$ cat src/rtl/fmul_pkg.sv
// Shared types and defaults for the fmul issue/writeback shell.
//   FLT_W        operand/result width (IEEE single)
//   NSTAGE_DEF   default multiplier latency to y
//   OVF_LAT_DEF  default multiplier latency to ovf
//   TAG_W        destination tag width (sizes the shared records below)
//   DEPTH_DEF    default result FIFO depth
package fmul_pkg;

  localparam int unsigned FLT_W       = 32;
  localparam int unsigned NSTAGE_DEF  = 3;
  localparam int unsigned OVF_LAT_DEF = 2;
  localparam int unsigned TAG_W       = 6;
  localparam int unsigned DEPTH_DEF   = 4;

  // Result record as held in the FIFO and presented to writeback.
  typedef struct packed {
    logic [FLT_W-1:0] y;
    logic             ovf;
    logic [TAG_W-1:0] tag;
  } fmul_res_t;

  // Tracking entry that shadows one multiplier pipeline slot.
  typedef struct packed {
    logic             valid;
    logic             ovf;
    logic [TAG_W-1:0] tag;
  } fmul_trk_t;

endpackage

$ cat src/rtl/fmul_issue_wb_if.sv
// Request/result handshake bundle for fmul_issue_wb.
//   req_*  : dispatch -> shell (valid/ready, two operands, destination tag)
//   res_*  : shell -> writeback (valid/ready, product, overflow, tag)
// master = dispatch/writeback side, slave = the shell.
interface fmul_issue_wb_if;
  import fmul_pkg::*;

  logic             req_valid;
  logic             req_ready;
  logic [FLT_W-1:0] req_x1;
  logic [FLT_W-1:0] req_x2;
  logic [TAG_W-1:0] req_tag;

  logic             res_valid;
  logic             res_ready;
  logic [FLT_W-1:0] res_y;
  logic             res_ovf;
  logic [TAG_W-1:0] res_tag;

  modport master (
    output req_valid, req_x1, req_x2, req_tag, res_ready,
    input  req_ready, res_valid, res_y, res_ovf, res_tag
  );

  modport slave (
    input  req_valid, req_x1, req_x2, req_tag, res_ready,
    output req_ready, res_valid, res_y, res_ovf, res_tag
  );

endinterface

$ cat src/rtl/fmul_res_fifo.sv
// In-order result FIFO of fmul_res_t records.
//   clk, rstn        clock, async active-low reset
//   flush            synchronous clear of pointers and count (wins over push/pop)
//   push, push_data  write one record
//   pop              retire the head record
//   head             head record (valid when count != 0)
//   count            occupancy, 0..DEPTH
module fmul_res_fifo
  import fmul_pkg::*;
#(
  parameter int unsigned DEPTH = DEPTH_DEF,
  localparam int unsigned AW    = $clog2(DEPTH),
  localparam int unsigned CNT_W = AW + 1
) (
  input  logic             clk,
  input  logic             rstn,
  input  logic             flush,
  input  logic             push,
  input  fmul_res_t        push_data,
  input  logic             pop,
  output fmul_res_t        head,
  output logic [CNT_W-1:0] count
);

  fmul_res_t        mem_q [DEPTH];
  logic [AW-1:0]    wr_q;
  logic [AW-1:0]    rd_q;
  logic [CNT_W-1:0] cnt_q;

  always_ff @(posedge clk or negedge rstn) begin
    if (!rstn) begin
      for (int unsigned i = 0; i < DEPTH; i++) mem_q[i] <= '0;
      wr_q  <= '0;
      rd_q  <= '0;
      cnt_q <= '0;
    end else if (flush) begin
      wr_q  <= '0;
      rd_q  <= '0;
      cnt_q <= '0;
    end else begin
      if (push) begin
        mem_q[wr_q] <= push_data;
        wr_q        <= wr_q + AW'(1);
      end
      if (pop) rd_q <= rd_q + AW'(1);
      cnt_q <= cnt_q + CNT_W'(push) - CNT_W'(pop);
    end
  end

  assign head  = mem_q[rd_q];
  assign count = cnt_q;

endmodule

$ cat src/rtl/fmul_issue_wb.sv
// Issue/writeback shell around a free-running, fixed-latency pipelined fmul.
//   clk, rstn     clock, async active-low reset
//   flush         synchronous discard of everything in flight and buffered
//   bus (slave)   req_* operand handshake in, res_* result handshake out
//   mul_x1/x2     operands to the multiplier (combinational copy of req_x1/x2)
//   mul_y/ovf     multiplier outputs, NSTAGE / OVF_LAT cycles after operands
//   busy          any operation in flight or buffered
// Build option: define FMUL_BYPASS_EN to let a tail result skip an empty FIFO.
module fmul_issue_wb
  import fmul_pkg::*;
#(
  parameter int unsigned NSTAGE  = NSTAGE_DEF,
  parameter int unsigned OVF_LAT = OVF_LAT_DEF,
  parameter int unsigned DEPTH   = DEPTH_DEF
) (
  input  logic             clk,
  input  logic             rstn,
  input  logic             flush,
  fmul_issue_wb_if.slave   bus,
  output logic [FLT_W-1:0] mul_x1,
  output logic [FLT_W-1:0] mul_x2,
  input  logic [FLT_W-1:0] mul_y,
  input  logic             mul_ovf,
  output logic             busy
);

  localparam int unsigned CNT_W = $clog2(DEPTH) + 1;
  localparam int unsigned CW    = $clog2(DEPTH + NSTAGE + 1);

  fmul_trk_t        trk_q [NSTAGE];
  fmul_trk_t        trk_d [NSTAGE];
  fmul_trk_t        tail;
  fmul_res_t        tail_rec;
  fmul_res_t        head_rec;
  fmul_res_t        out_rec;
  logic [CW-1:0]    inflight;
  logic [CNT_W-1:0] occ;
  logic             accept;
  logic             res_valid;
  logic             fifo_push;
  logic             fifo_pop;

  assign mul_x1 = bus.req_x1;
  assign mul_x2 = bus.req_x2;

  // Credit covers both buffered and in-flight results, so a tail push can never
  // find the FIFO full. Same-cycle pops are deliberately not credited.
  assign bus.req_ready = ~flush & ((CW'(occ) + inflight) < CW'(DEPTH));
  assign accept        = bus.req_valid & bus.req_ready;

  always_comb begin
    // ovf at slot 0 only matters when OVF_LAT is 0; otherwise it is overwritten.
    trk_d[0] = '{valid: accept, ovf: mul_ovf, tag: bus.req_tag};
    for (int unsigned i = 1; i < NSTAGE; i++) begin
      trk_d[i] = trk_q[i-1];
      if (i == OVF_LAT) trk_d[i].ovf = mul_ovf;
    end
    if (flush) begin
      for (int unsigned i = 0; i < NSTAGE; i++) trk_d[i].valid = 1'b0;
    end
  end

  always_ff @(posedge clk or negedge rstn) begin
    if (!rstn) begin
      for (int unsigned i = 0; i < NSTAGE; i++) trk_q[i] <= '0;
    end else begin
      trk_q <= trk_d;
    end
  end

  always_comb begin
    inflight = '0;
    for (int unsigned i = 0; i < NSTAGE; i++) inflight = inflight + CW'(trk_q[i].valid);
  end

  assign tail     = trk_q[NSTAGE-1];
  assign tail_rec = '{y: mul_y, ovf: tail.ovf, tag: tail.tag};

`ifdef FMUL_BYPASS_EN
  logic bypass;
  assign bypass    = (occ == '0) & tail.valid;
  assign res_valid = (occ != '0) | bypass;
  assign out_rec   = bypass ? tail_rec : head_rec;
  // A bypassed result taken this cycle never enters the FIFO.
  assign fifo_push = tail.valid & ~flush & ~(bypass & bus.res_ready);
  assign fifo_pop  = (occ != '0) & bus.res_ready;
`else
  assign res_valid = (occ != '0);
  assign out_rec   = head_rec;
  assign fifo_push = tail.valid & ~flush;
  assign fifo_pop  = res_valid & bus.res_ready;
`endif

  fmul_res_fifo #(
    .DEPTH (DEPTH)
  ) u_fifo (
    .clk       (clk),
    .rstn      (rstn),
    .flush     (flush),
    .push      (fifo_push),
    .push_data (tail_rec),
    .pop       (fifo_pop),
    .head      (head_rec),
    .count     (occ)
  );

  assign bus.res_valid = res_valid;
  assign bus.res_y     = out_rec.y;
  assign bus.res_ovf   = out_rec.ovf;
  assign bus.res_tag   = out_rec.tag;

  assign busy = (inflight != '0) | (occ != '0);

endmodule

$ cat src/flat_wrapper.sv
// flat-port wrapper written by rule: the top's interface ports become plain ports
module fmul_issue_wb_flat import fmul_pkg::*;
#(
  parameter int unsigned NSTAGE  = NSTAGE_DEF,
  parameter int unsigned OVF_LAT = OVF_LAT_DEF,
  parameter int unsigned DEPTH   = DEPTH_DEF
)
  (clk, rstn, flush, mul_x1, mul_x2, mul_y, mul_ovf, busy, bus_req_valid, bus_req_x1, bus_req_x2, bus_req_tag, bus_res_ready, bus_req_ready, bus_res_valid, bus_res_y, bus_res_ovf, bus_res_tag);
  fmul_issue_wb_if bus_i ();
  input  logic clk;
  input  logic rstn;
  input  logic flush;
  output logic [FLT_W-1:0] mul_x1;
  output logic [FLT_W-1:0] mul_x2;
  input  logic [FLT_W-1:0] mul_y;
  input  logic mul_ovf;
  output logic busy;
  input wire logic [$bits(bus_i.req_valid)-1:0] bus_req_valid;
  input wire logic [$bits(bus_i.req_x1)-1:0] bus_req_x1;
  input wire logic [$bits(bus_i.req_x2)-1:0] bus_req_x2;
  input wire logic [$bits(bus_i.req_tag)-1:0] bus_req_tag;
  input wire logic [$bits(bus_i.res_ready)-1:0] bus_res_ready;
  output wire logic [$bits(bus_i.req_ready)-1:0] bus_req_ready;
  output wire logic [$bits(bus_i.res_valid)-1:0] bus_res_valid;
  output wire logic [$bits(bus_i.res_y)-1:0] bus_res_y;
  output wire logic [$bits(bus_i.res_ovf)-1:0] bus_res_ovf;
  output wire logic [$bits(bus_i.res_tag)-1:0] bus_res_tag;
  assign bus_i.req_valid = bus_req_valid;
  assign bus_i.req_x1 = bus_req_x1;
  assign bus_i.req_x2 = bus_req_x2;
  assign bus_i.req_tag = bus_req_tag;
  assign bus_i.res_ready = bus_res_ready;
  assign bus_req_ready = bus_i.req_ready;
  assign bus_res_valid = bus_i.res_valid;
  assign bus_res_y = bus_i.res_y;
  assign bus_res_ovf = bus_i.res_ovf;
  assign bus_res_tag = bus_i.res_tag;
  fmul_issue_wb #(.NSTAGE(NSTAGE), .OVF_LAT(OVF_LAT), .DEPTH(DEPTH)) u_core (.clk(clk), .rstn(rstn), .flush(flush), .bus(bus_i), .mul_x1(mul_x1), .mul_x2(mul_x2), .mul_y(mul_y), .mul_ovf(mul_ovf), .busy(busy));
endmodule
$ cat config.mk
export PLATFORM = sky130hd
export DESIGN_NAME = fmul_issue_wb_flat
export DESIGN_NICKNAME = d
export VERILOG_FILES = /design/src/rtl/fmul_pkg.sv /design/src/rtl/fmul_issue_wb_if.sv /design/src/rtl/fmul_res_fifo.sv /design/src/rtl/fmul_issue_wb.sv /design/src/flat_wrapper.sv
export SDC_FILE = /design/constraint.sdc
export NUM_CORES = 1
export LEC_CHECK = 0
export ABC_CLOCK_PERIOD_IN_PS = 2110
export CAP_MARGIN = 0
export CELL_PAD_IN_SITES_DETAIL_PLACEMENT = 1
export CELL_PAD_IN_SITES_GLOBAL_PLACEMENT = 1
export CORE_MARGIN = 8
export CORE_UTILIZATION = 37
export CTS_CLUSTER_DIAMETER = 60
export CTS_CLUSTER_SIZE = 20
export DETAILED_ROUTE_END_ITERATION = 8
export GPL_TIMING_DRIVEN = 1
export PLACE_DENSITY = 0.79
export SYNTH_ARGS = -nofsm -noshare
export SYNTH_HDL_FRONTEND = slang
export SYNTH_SLANG_ARGS = --single-unit
$ cat constraint.sdc
create_clock -name clk -period 2.11 [get_ports clk]
set_clock_uncertainty 0.15 [all_clocks]
set_input_delay 0.422 -clock clk [delete_from_list [all_inputs] [get_ports clk]]
set_output_delay 0.422 -clock clk [all_outputs]
set_load 0.01 [all_outputs]
Yosys cells after proc, flatten, opt, wreduce, memory -nomap -nowiden
Cells that the tools add are included.
Word-level totals
  flip-flop bits (word level): 185
  word-level logic and storage cells: 61
  output and inout port bits: 106
  bits of input ports: 108
Cells by class
  order comparisons: 4
  reduce and logical (&&, ||, !) cells: 6
  add/subtract/negate cells: 7
  bitwise operators: 8
  multiplexer cells: 14
Operators with widths (count)
  $bwmux 156: 1
  $mux 39: 3
  $bmux 39 s2: 1
  $demux 39 s2: 1
  $mux 2: 4
  $add 3x1->3: 2
  $ge 3x3->1 const B: 2
  $not 2->3: 2
  $reduce_bool 3->1: 2
  $add 2x1->2 const B: 2
  $and 1x1->1: 4
  $reduce_bool 2->1: 2
  $add 3x3->3: 1
  $lt 3x1->1 const B: 1
  $lt 3x3->1 const B: 1
  $mux 1: 3
  $mux 3: 1
  $sub 3x1->3: 1
  $add 1x1->2: 1
  $reduce_and 2->1: 1
  $logic_and 1x1->1: 1
  $not 1->1: 1
  $or 1x1->1: 1

Longest topological paths before layout
Gate-level depths: netlist (run 1).
  word-level depth: 7
  depth in mapped cells: 9
  depth with buffers taken out: 9

Modules after synthesis
From an unflattened synthesis (run 1), not the netlist that was laid out.
Second synthesis, totals
  cell total of the unflattened synthesis: 515
  area total of the unflattened synthesis: 8511.9 µm²
By module, submodules not included
  fmul_res_fifo: area each 7350.8 µm², cells each 414, times used 1, sequential area each 4078.9 µm²
  fmul_issue_wb: area each 1161.1 µm², cells each 101, times used 1, sequential area each 550.5 µm²

Least setup slack after synthesis (run 1)
No wires, ideal clock.
  kind: register -> output
  from: register u_core.trk_q[15] (netlist name)
  to: output busy
  stages on the path, launching flop included: 5
  buffers on the path: 0
  arrival time: 1615 ps
  path slack: -77 ps
  data required time: 1538 ps
  cell sequence: dfrtp_1 -> ha_1 -> ha_1 -> ha_1 -> or4_1
On the way
  longest elaborated chain between the ends: 4
RTL lines
  start, declared: line fmul_issue_wb.sv:30  | fmul_trk_t trk_q [NSTAGE];
  start signal, assigned: line fmul_issue_wb.sv:67  | trk_q <= trk_d;
  $add 1x1->2: line fmul_issue_wb.sv:73  | for (int unsigned i = 0; i < NSTAGE; i++) inflight = inflight + CW'(trk_q[i].valid);
  $add 3x1->3: line fmul_issue_wb.sv:73
  $reduce_bool 3->1: line fmul_issue_wb.sv:112  | assign busy = (inflight != '0) | (occ != '0);
  $or 1x1->1: line fmul_issue_wb.sv:112
  end, declared: line flat_wrapper.sv:17  | output logic busy;
No other way between the ends.

Worst setup path after layout (run 1)
Ends and elaborated chain as after synthesis.

==> out/results.txt, run 1 <==
Mapped Nets: 636
Yosys warning count: 0
Critical Path RT: 1.54 ns
Placer Congestion: 0.727
Worst-path clk slew: 0.07 ns
RSZ-0062 raised after global routing: true
Final nets: 700
Number of global-route vias before repair: 5313
TritonCTS clock tree: done
Final WS setup: -0.583 ns
Internal cell power: 8.17 mW
IO buf count: 85
IR drop worst, VDD: 472 uV
Starting Density: 37.5%
HPWL Detailed: 12.5 mm
Critical path data arrival time: 2.12 ns
Largest net degree at the start of global routing: 61
Fraction of layout cells with a size suffix above 1: 56.7%
Reg2reg start: u_core.u_fifo.count[1]$_DFF_PN0_
GR Overflow Total: 0
Distinct cells, synth: 25
FILL cells: 2126
Worst Hold Path EP: u_core.trk_d[2]$_DFF_PN0_
Flip-flop and latch area: 0.00464 mm2
Root buffer cell: clkbuf_16
Seq cells post-synth: 185
Critical path type: flop to output pin
Avg Cell Area, Syn: 16.4 um2
R2R cell count: 8
Endpoints failing hold: 0
Relative slew slack: 68.5%
Total Wirelength: 18.9 mm
Die ar.: 0.0279 mm2
Place WS: -0.618 ns
Switching share of power: 27.8%
Worst R2R Setup Slack: -0.06 ns
Max cap viols: 0
Max clock buf depth: 2
Sequential Power Share: 37.3%
Outcome: finished with violations
P&R area growth vs syn: 22.9%
Leakage power: 4.97 nW
First-pass GRT wire length: 30.8 mm
Combinational Power Share: 34.3%
Startpoint types: flop
CP Capture Type: output pin
Worst hold path cell count: 0
Cell area after synthesis: 0.00845 mm2
Hold_sp: u_core.trk_d[10]$_DFF_PN0_
Core Area: 0.0225 mm2
FP Rows: 55
Setup violators final: 43
Die Ht: 167 um
Overall power: 11.3 mW
CP Max Fanout: 3
Critical-path top delay cell: dfrtp_1
TritonCTS Buffers: 17
Chip width: 167 um
Tmin final: 2.69 ns
Fin util: 46.1%
Number of DRC markers in iteration 0: 159
Multi-input gate area: 0.00323 mm2
Most frequent cells in the layout: dfrtp_1 (182), mux2_2 (116), buf_6 (53), clkdlybuf4s50_1 (42), mux2_4 (40)
Reg2reg end: u_core.u_fifo.count[1]$_DFF_PN0_
Diode count: 0
Cell chain of the critical path: ha_1, ha_2, ha_4, or4_4, buf_6
Hold Path Class: flop to flop
Cells after Synth: 516
Drt via density: 5.04
Initial antenna violation count: 1
Ports: 214
Max Freq: 371 MHz
Commonest non-fill, non-tap cell in the layout: dfrtp_1
Average wire per standard cell: 21.6 um
Worst path max stage delay: 0.43 ns
Seq/Total Area, Yosys: 54.8%
Failing checks: setup timing
GRT Resource Usage Total: 14.2%
TritonRoute pass-1 iters: 4
Residual DRC: 0
Slew @ Worst Pin: 0.466 ns
Antenna-violating nets left: 0
Clock power frac: 28.4%
Final Max Slew Viols: 0
Final Cell Area: 0.0104 mm2
Switching Power: 3.14 mW
Fin Setup TNS: -13.67 ns
Placement Cell Area: 0.00942 mm2
Final worst path period share: 128%
PD cells: 1090 mW/mm2
Htree depth: 4
Clk_lat worst skew: 0.43 ns
Clock Sinks: 185
Vias: 4423
## power groups by stage
stage,Combinational (mW),Clock [mW],Sequential (mW)
floorplan,1.85,0,4.16
global placement,3.22,0,4.22
detailed placement,3.32,0,4.27
CTS,3.81,3.33,4.20
global route,4.15,3.48,4.27
finish,3.88,3.22,4.21
## through the flow
| step | instances | hold WS, ns |
|---|---|---|
| floorplan | 516 | -0.0236 |
| global placement | 825 | 0.182 |
| detailed placement | 825 | 0.186 |
| CTS | 876 | 0.203 |
| global route | 878 | 0.206 |
| finish | 878 | 0.200 |
## kinds of logic (layout without fill, tap and decap cells)
kind of cell             Yosys count  after routing  synth area share [%]
multiplexers                     196            196                  33.1
buffers and inverters             95            172                  7.97
AO/OA/AOI/OAI                      3              3                 0.281
XOR/XNOR                           7              7                 0.726
adder cells (fa/ha/maj)           12             12                  1.95
flip-flops                       185            185                  54.8
AND/OR/NAND/NOR                   18             18                  1.18
## critical path: cells and delay by family, from the launching register on
family        cells  cell delay (ns)
fa+ha+maj         3             0.71
buf+inv           1             0.14
flops             1             0.43
simple gates      1             0.42
## metal layers
| layer | wire, um | up-vias | GRT usage [%] | part of all wire (%) |
|---|---|---|---|---|
| met1 | 7470 | 2368 | 16.6 | 39 |
| met3 | 984 | 33 | 4.80 | 5.2 |
| met2 | 10200 | 114 | 24.4 | 54 |
| met5 | 13 | - | 0 | 0.069 |
| li1 | - | 1906 | - | - |
| met4 | 221 | 2 | 4.27 | 1.2 |
## flip-flops by register name, indices dropped and copies added, names as in the netlist
signal               flops
u_core.u_fifo.wr_q       2
u_core.u_fifo.count      3
u_core.trk_q             2
u_core.u_fifo.mem_q    156
u_core.trk_d            12
u_core.u_fifo.rd_q       2
u_core.tail              8
## cells in the mapped netlist
library cell	instances	area, um2
mux2_4	40	601
o31a_1	1	8.76
o311ai_0	1	8.76
fa_1	2	40.0
ha_1	10	125
mux4_2	39	878
or4_1	1	7.51
nor2b_1	3	18.8
buf_2	13	65.1
buf_4	64	480
and2b_2	1	8.76
a31oi_1	1	6.26
or3_1	1	6.26
dfrtp_1	185	4630
nand2_2	4	25.0
buf_6	8	90.1
nor2_1	7	26.3
buf_1	2	7.51
clkbuf_1	3	11.3
mux2i_1	1	10.0
mux2_2	116	1310
nor3b_1	1	7.51
inv_1	5	18.8
xnor2_1	4	35.0
xor2_1	3	26.3
## area by class of cell
class,instances,share of cell area (%)
flip-flops and latches,185,44.6
multi-input cells,236,31.1
repair buffers,135,14.9
clock buffers,18,4.13
well taps,285,3.43
clock inverters,14,1.59
inverters,5,0.181
## worst max path at each step
stage	start	end	slack [ns]	cells after the start
after floorplan	u_core.trk_q[15]$_DFF_PN0_	busy	-0.005	4
after global placement	u_core.trk_q[23]$_DFF_PN0_	bus_req_ready	-0.51	6
after detailed placement	u_core.trk_q[15]$_DFF_PN0_	bus_req_ready	-0.62	7
after CTS	u_core.trk_q[15]$_DFF_PN0_	busy	-0.63	5
after global routing	u_core.trk_q[15]$_DFF_PN0_	busy	-0.65	5
final	u_core.trk_q[15]$_DFF_PN0_	busy	-0.58	5
## repair_timing
action / in CTS / in global routing
hold buffers: 1 / 0
hold endpoints to repair: 33 / 0
gates cloned: 2 / 0
endpoints found under the setup margin: 44 / 44
setup buffers: 18 / 6
resized for setup: 221 / 31
pin swaps: 5 / 6
(Power assumes the default switching activity.)
==> inputs of run 2 (changes only) <==
--- a/config.mk
+++ b/config.mk
@@ -16,6 +16,7 @@
 export DETAILED_ROUTE_END_ITERATION = 8
 export GPL_TIMING_DRIVEN = 1
 export PLACE_DENSITY = 0.79
+export SETUP_SLACK_MARGIN = 0.05
 export SYNTH_ARGS = -nofsm -noshare
 export SYNTH_HDL_FRONTEND = slang
 export SYNTH_SLANG_ARGS = --single-unit
==> run 2 against run 1 <==
  * The flow still finishes with violations (setup timing)
  * Via count grew 1.3%
  * Die area is the same
  * Count of clock-buffer cells in the layout is the same
  * Clock power shrank 4%
  * Critical path depth shrank 2
  * Setup slack gained 0.049 ns
  * Largest power group unchanged
  * Maximum frequency grew 1.9%
==> out/results.txt, run 2 (synthesized netlist as in run 1, its figures left out) <==
Crit. Startpoint: u_core.trk_q[15]$_DFF_PN0_
Total Wirelength: 19.5 mm
TritonRoute pass-1 iters: 4
Largest Register: u_core.u_fifo.mem_q
Most frequent cells in the layout: dfrtp_1 (180), mux2_2 (116), buf_6 (49), clkdlybuf4s50_1 (42), mux2_4 (40)
CP Max Fanout: 3
Clock Sinks: 185
Multi-input gate area: 0.00324 mm2
Diode count: 0
Antenna-violating nets left: 0
Startpoint types: flop
Placement Cell Area: 0.00947 mm2
Drt via density: 5.08
Worst R2R Setup Slack: -0.17 ns
Worst-path clk slew: 0.07 ns
Final Max Slew Viols: 0
Tmin final: 2.64 ns
Starting Density: 37.5%
Number of global-route vias before repair: 5456
Critical Path RT: 1.54 ns
Largest net degree at the start of global routing: 57
Critical-path top delay cell: or4_4
TritonCTS Buffers: 17
Final Cell Area: 0.0104 mm2
Outcome: finished with violations
Fraction of layout cells with a size suffix above 1: 57.8%
Commonest non-fill, non-tap cell in the layout: dfrtp_1
Max reg flops: 156
Failing checks: setup timing
IR drop worst, VDD: 542 uV
Residual DRC: 0
Average wire per standard cell: 22.2 um
R2R cell count: 9
IO buf count: 85
Reg2reg start: u_core.u_fifo.count[1]$_DFF_PN0_
Core Area: 0.0225 mm2
Die Ht: 167 um
Initial antenna violation count: 1
Die ar.: 0.0279 mm2
First-pass GRT wire length: 31.8 mm
Hold Path Class: flop to flop
FILL cells: 2126
Critical path data arrival time: 2.07 ns
Endpoints failing hold: 0
Placer Congestion: 0.754
P&R area growth vs syn: 23.0%
Slew @ Worst Pin: 0.417 ns
Reg2reg end: u_core.u_fifo.count[1]$_DFF_PN0_
GRT Resource Usage Total: 14.6%
Cell chain of the critical path: fa_2, or4_4, buf_6
Final worst path period share: 125%
RSZ-0062 raised after global routing: true
Final nets: 704
Worst path bufs/invs: 1
Crit path max-delay family: simple AND/OR/NAND/NOR gates
Flip-flop and latch area: 0.00464 mm2
Critical path type: flop to output pin
Max Freq: 378 MHz
Relative slew slack: 72.2%
Place WS: -0.488 ns
CP Capture Type: output pin
Setup violators final: 43
Worst setup endpoint: busy
Ports: 214
Max cap viols: 0
Chip width: 167 um
Hold_sp: u_core.trk_d[1]$_DFF_PN0_
Cell count along the critical path: 3
Leakage power: 4.97 nW
GR Overflow Total: 0
Final WS setup: -0.534 ns
HPWL Detailed: 12.9 mm
PD cells: 1080 mW/mm2
TritonCTS clock tree: done
Max clock buf depth: 2
Number of DRC markers in iteration 0: 179
Clk_lat worst skew: 0.42 ns
Htree depth: 4
Vias: 4479
Worst path max stage delay: 0.55 ns
Root buffer cell: clkbuf_16
FP Rows: 55
run 2: cell types whose count changed in the layout (fill, tap and decap cells not counted), sizes merged:
cell	previous run	this run
inv	11	13
clkinvlp	3	2
buf	91	95
clkinv	3	4
bufinv	2	0
run 2: repair_timing:
action | in CTS | in global routing
pin swaps | 7 | 8
hold buffers | 1 | 0
resized for setup | 221 | 30
setup endpoints to repair | 44 | 43
endpoints found under the hold margin | 40 | 0
setup buffers | 22 | 5
gates cloned | 3 | 0
run 2: layer usage:
metal / track usage, % / up-vias / share of wire [%]
met5: 0 / - / 0.067
met4: 4.54 / 2 / 1.4
met3: 4.66 / 38 / 4.9
met2: 26.2 / 99 / 54
met1: 16.4 / 2422 / 39
li1: - / 1918 / -
run 2: where the power goes:
part           internal, mW  switching [mW]  total [mW]
Combinational          2.42            1.46        3.88
Clock                  1.56            1.51        3.08
Sequential             3.95           0.275        4.23
run 2: worst min path at each step:
stage                                           end  slack (ns)  depth (start not counted)
after floorplan            u_core.tail[0]$_DFF_PN0_       -0.02                          0
after global placement    u_core.trk_d[2]$_DFF_PN0_        0.18                          0
after detailed placement   u_core.tail[1]$_DFF_PN0_        0.19                          0
after CTS                  u_core.tail[1]$_DFF_PN0_        0.20                          0
after global routing       u_core.tail[1]$_DFF_PN0_        0.21                          0
final                      u_core.tail[1]$_DFF_PN0_        0.20                          0
run 2: per-stage QoR:
stage	total power [mW]	std cells	utilization (%)	setup TNS, ns	hold WS [ns]
floorplan	6.02	516	-	0	-0.0236
global placement	7.43	826	42.1	-25.71	0.183
detailed placement	7.58	826	42.1	-29.94	0.186
CTS	11.3	883	45.9	-15.20	0.204
global route	11.7	882	46.2	-15.13	0.212
finish	11.2	882	46.2	-12.18	0.201
run 2: final cells by class:
cell class	count	area share [%]
clock inverters	14	1.26
well taps	285	3.43
flip-flops and latches	185	44.6
repair buffers	139	15.1
multi-input cells	236	31.2
inverters	5	0.181
clock buffers	18	4.13
==> inputs of run 3 (changes only) <==
--- a/config.mk
+++ b/config.mk
@@ -15,7 +15,7 @@
 export CTS_CLUSTER_SIZE = 20
 export DETAILED_ROUTE_END_ITERATION = 8
 export GPL_TIMING_DRIVEN = 1
-export PLACE_DENSITY = 0.79
+export PLACE_DENSITY_LB_ADDON = 0.25
 export SETUP_SLACK_MARGIN = 0.05
 export SYNTH_ARGS = -nofsm -noshare
 export SYNTH_HDL_FRONTEND = slang
==> run 3 against run 2 <==
  * The run still ends with setup timing left
  * Maximum frequency is 1.8% lower
  * Clock power is 6% higher
  * Register-to-register slack better by 0.09 ns
  * Critical path depth is 2 higher
  * Critical endpoint unchanged
  * Largest cell class unchanged
  * Largest power group unchanged
==> out/results.txt, run 3 (synthesized netlist as in run 1, its figures left out) <==
Max clock buf depth: 2
Relative slew slack: 66.8%
Worst Hold Path EP: u_core.trk_d[0]$_DFF_PN0_
Flip-flop and latch area: 0.00464 mm2
Place WS: -0.515 ns
Worst R2R Setup Slack: -0.08 ns
TritonCTS clock tree: done
Ports: 214
Average wire per standard cell: 21.8 um
Worst hold slack: 0.200 ns
Reg2reg end: u_core.u_fifo.count[1]$_DFF_PN0_
Worst hold path cell count: 0
Hold_sp: u_core.trk_d[8]$_DFF_PN0_
First-pass GRT wire length: 31.6 mm
Failing checks: setup timing
Finished Layout Cells: 882
Max Freq: 371 MHz
Die ar.: 0.0279 mm2
Outcome: finished with violations
TritonCTS Buffers: 17
Multi-input gate area: 0.00323 mm2
R2R cell count: 8
Antenna-violating nets left: 0
Chip width: 167 um
CP Max Fanout: 2
Residual DRC: 0
Overall power: 11.4 mW
Total Wirelength: 19.3 mm
Largest net degree at the start of global routing: 54
CP Capture Type: output pin
Vias: 4492
Startpoint types: flop
Number of DRC markers in iteration 0: 180
Final Cell Area: 0.0104 mm2
Slew @ Worst Pin: 0.491 ns
Clk_lat worst skew: 0.43 ns
Leakage power: 5.00 nW
Commonest non-fill, non-tap cell in the layout: dfrtp_1
FP Rows: 55
Root buffer cell: clkbuf_16
RSZ-0062 raised after global routing: true
Critical Path RT: 1.54 ns
Endpoints failing hold: 0
Inst Count DP: 825
Final worst path period share: 128%
Fin Setup TNS: -12.71 ns
Starting Density: 37.5%
Most frequent cells in the layout: dfrtp_1 (181), mux2_2 (116), buf_6 (51), clkdlybuf4s50_1 (42), mux2_4 (40)
Tmin final: 2.69 ns
Final Max Slew Viols: 0
Die Ht: 167 um
Fraction of layout cells with a size suffix above 1: 58.0%
Hold Path Class: flop to flop
Critical path data arrival time: 2.12 ns
Setup violators final: 43
Final nets: 705
Diode count: 0
GR Overflow Total: 0
PD cells: 1100 mW/mm2
Core Area: 0.0225 mm2
Max reg flops: 156
Worst-path clk slew: 0.07 ns
Placement Cell Area: 0.00944 mm2
Fin util: 46.3%
IO buf count: 85
Htree depth: 4
GRT Resource Usage Total: 14.5%
HPWL Detailed: 12.4 mm
Critical path type: flop to output pin
Drt via density: 5.09
Max cap viols: 0
Largest Register: u_core.u_fifo.mem_q
Clock Sinks: 185
FILL cells: 2126
IR drop worst, VDD: 475 uV
Number of global-route vias before repair: 5468
P&R area growth vs syn: 23.3%
TritonRoute pass-1 iters: 4
Reg2reg start: u_core.u_fifo.count[2]$_DFF_PN0_
Final WS setup: -0.582 ns
Initial antenna violation count: 0
Placer Congestion: 0.730
run 3: cell types whose count changed in the layout (fill, tap and decap cells not counted), moves of 2 or more:
| cell | change |
|---|---|
| bufinv_16 | +2 |
| buf_4 | -3 |
| clkbuf_2 | +7 |
| buf_2 | -4 |
| ha_4 | -2 |
| buf_6 | +2 |
run 3: worst max path at each step:
stage | slack [ns] | startpoint | endpoint | depth (start not counted)
after global routing | -0.68 | u_core.trk_q[15]$_DFF_PN0_ | bus_req_ready | 7
after floorplan | 0.03 | u_core.trk_q[23]$_DFF_PN0_ | busy | 4
final | -0.58 | u_core.trk_q[15]$_DFF_PN0_ | busy | 5
after CTS | -0.64 | u_core.trk_q[23]$_DFF_PN0_ | busy | 5
after detailed placement | -0.51 | u_core.trk_q[23]$_DFF_PN0_ | busy | 5
after global placement | -0.46 | u_core.trk_q[23]$_DFF_PN0_ | busy | 5
run 3: cell type report:
type / instances / share of cell area (%)
Timing Repair Buffer: 140 / 15.1
Clock inverter: 13 / 1.53
Sequential cell: 185 / 44.5
Inverter: 5 / 0.180
Multi-Input combinational cell: 236 / 31.0
Clock buffer: 18 / 4.22
Tap cell: 285 / 3.42
run 3: critical path: stages, from the launching register on:
cell and delay, ns:
dfrtp_1 0.40, ha_1 0.31, ha_2 0.20, ha_4 0.17, or4_4 0.48, buf_6 0.14
run 3: timing repair:
action / CTS / global route
hold buffers: 1 / 0
pin swaps: 8 / 0
gates resized for setup: 193 / 47
buffers inserted: 18 / 10
endpoints found under the hold margin: 48 / 0
cloned: 1 / 0
endpoints found under the setup margin: 44 / 44
run 3: power by group:
group	internal [mW]	switching (mW)
combinational	2.46	1.49
sequential	3.95	0.257
clock	1.81	1.46
total	8.22	3.20
run 3: per-layer routing:
metal,track usage [%],vias to the layer above,wire [um]
li1,-,1919,-
met1,17.5,2418,8020
met4,5.88,0,470
met3,3.46,51,771
met5,0,-,0
met2,24.5,104,10000
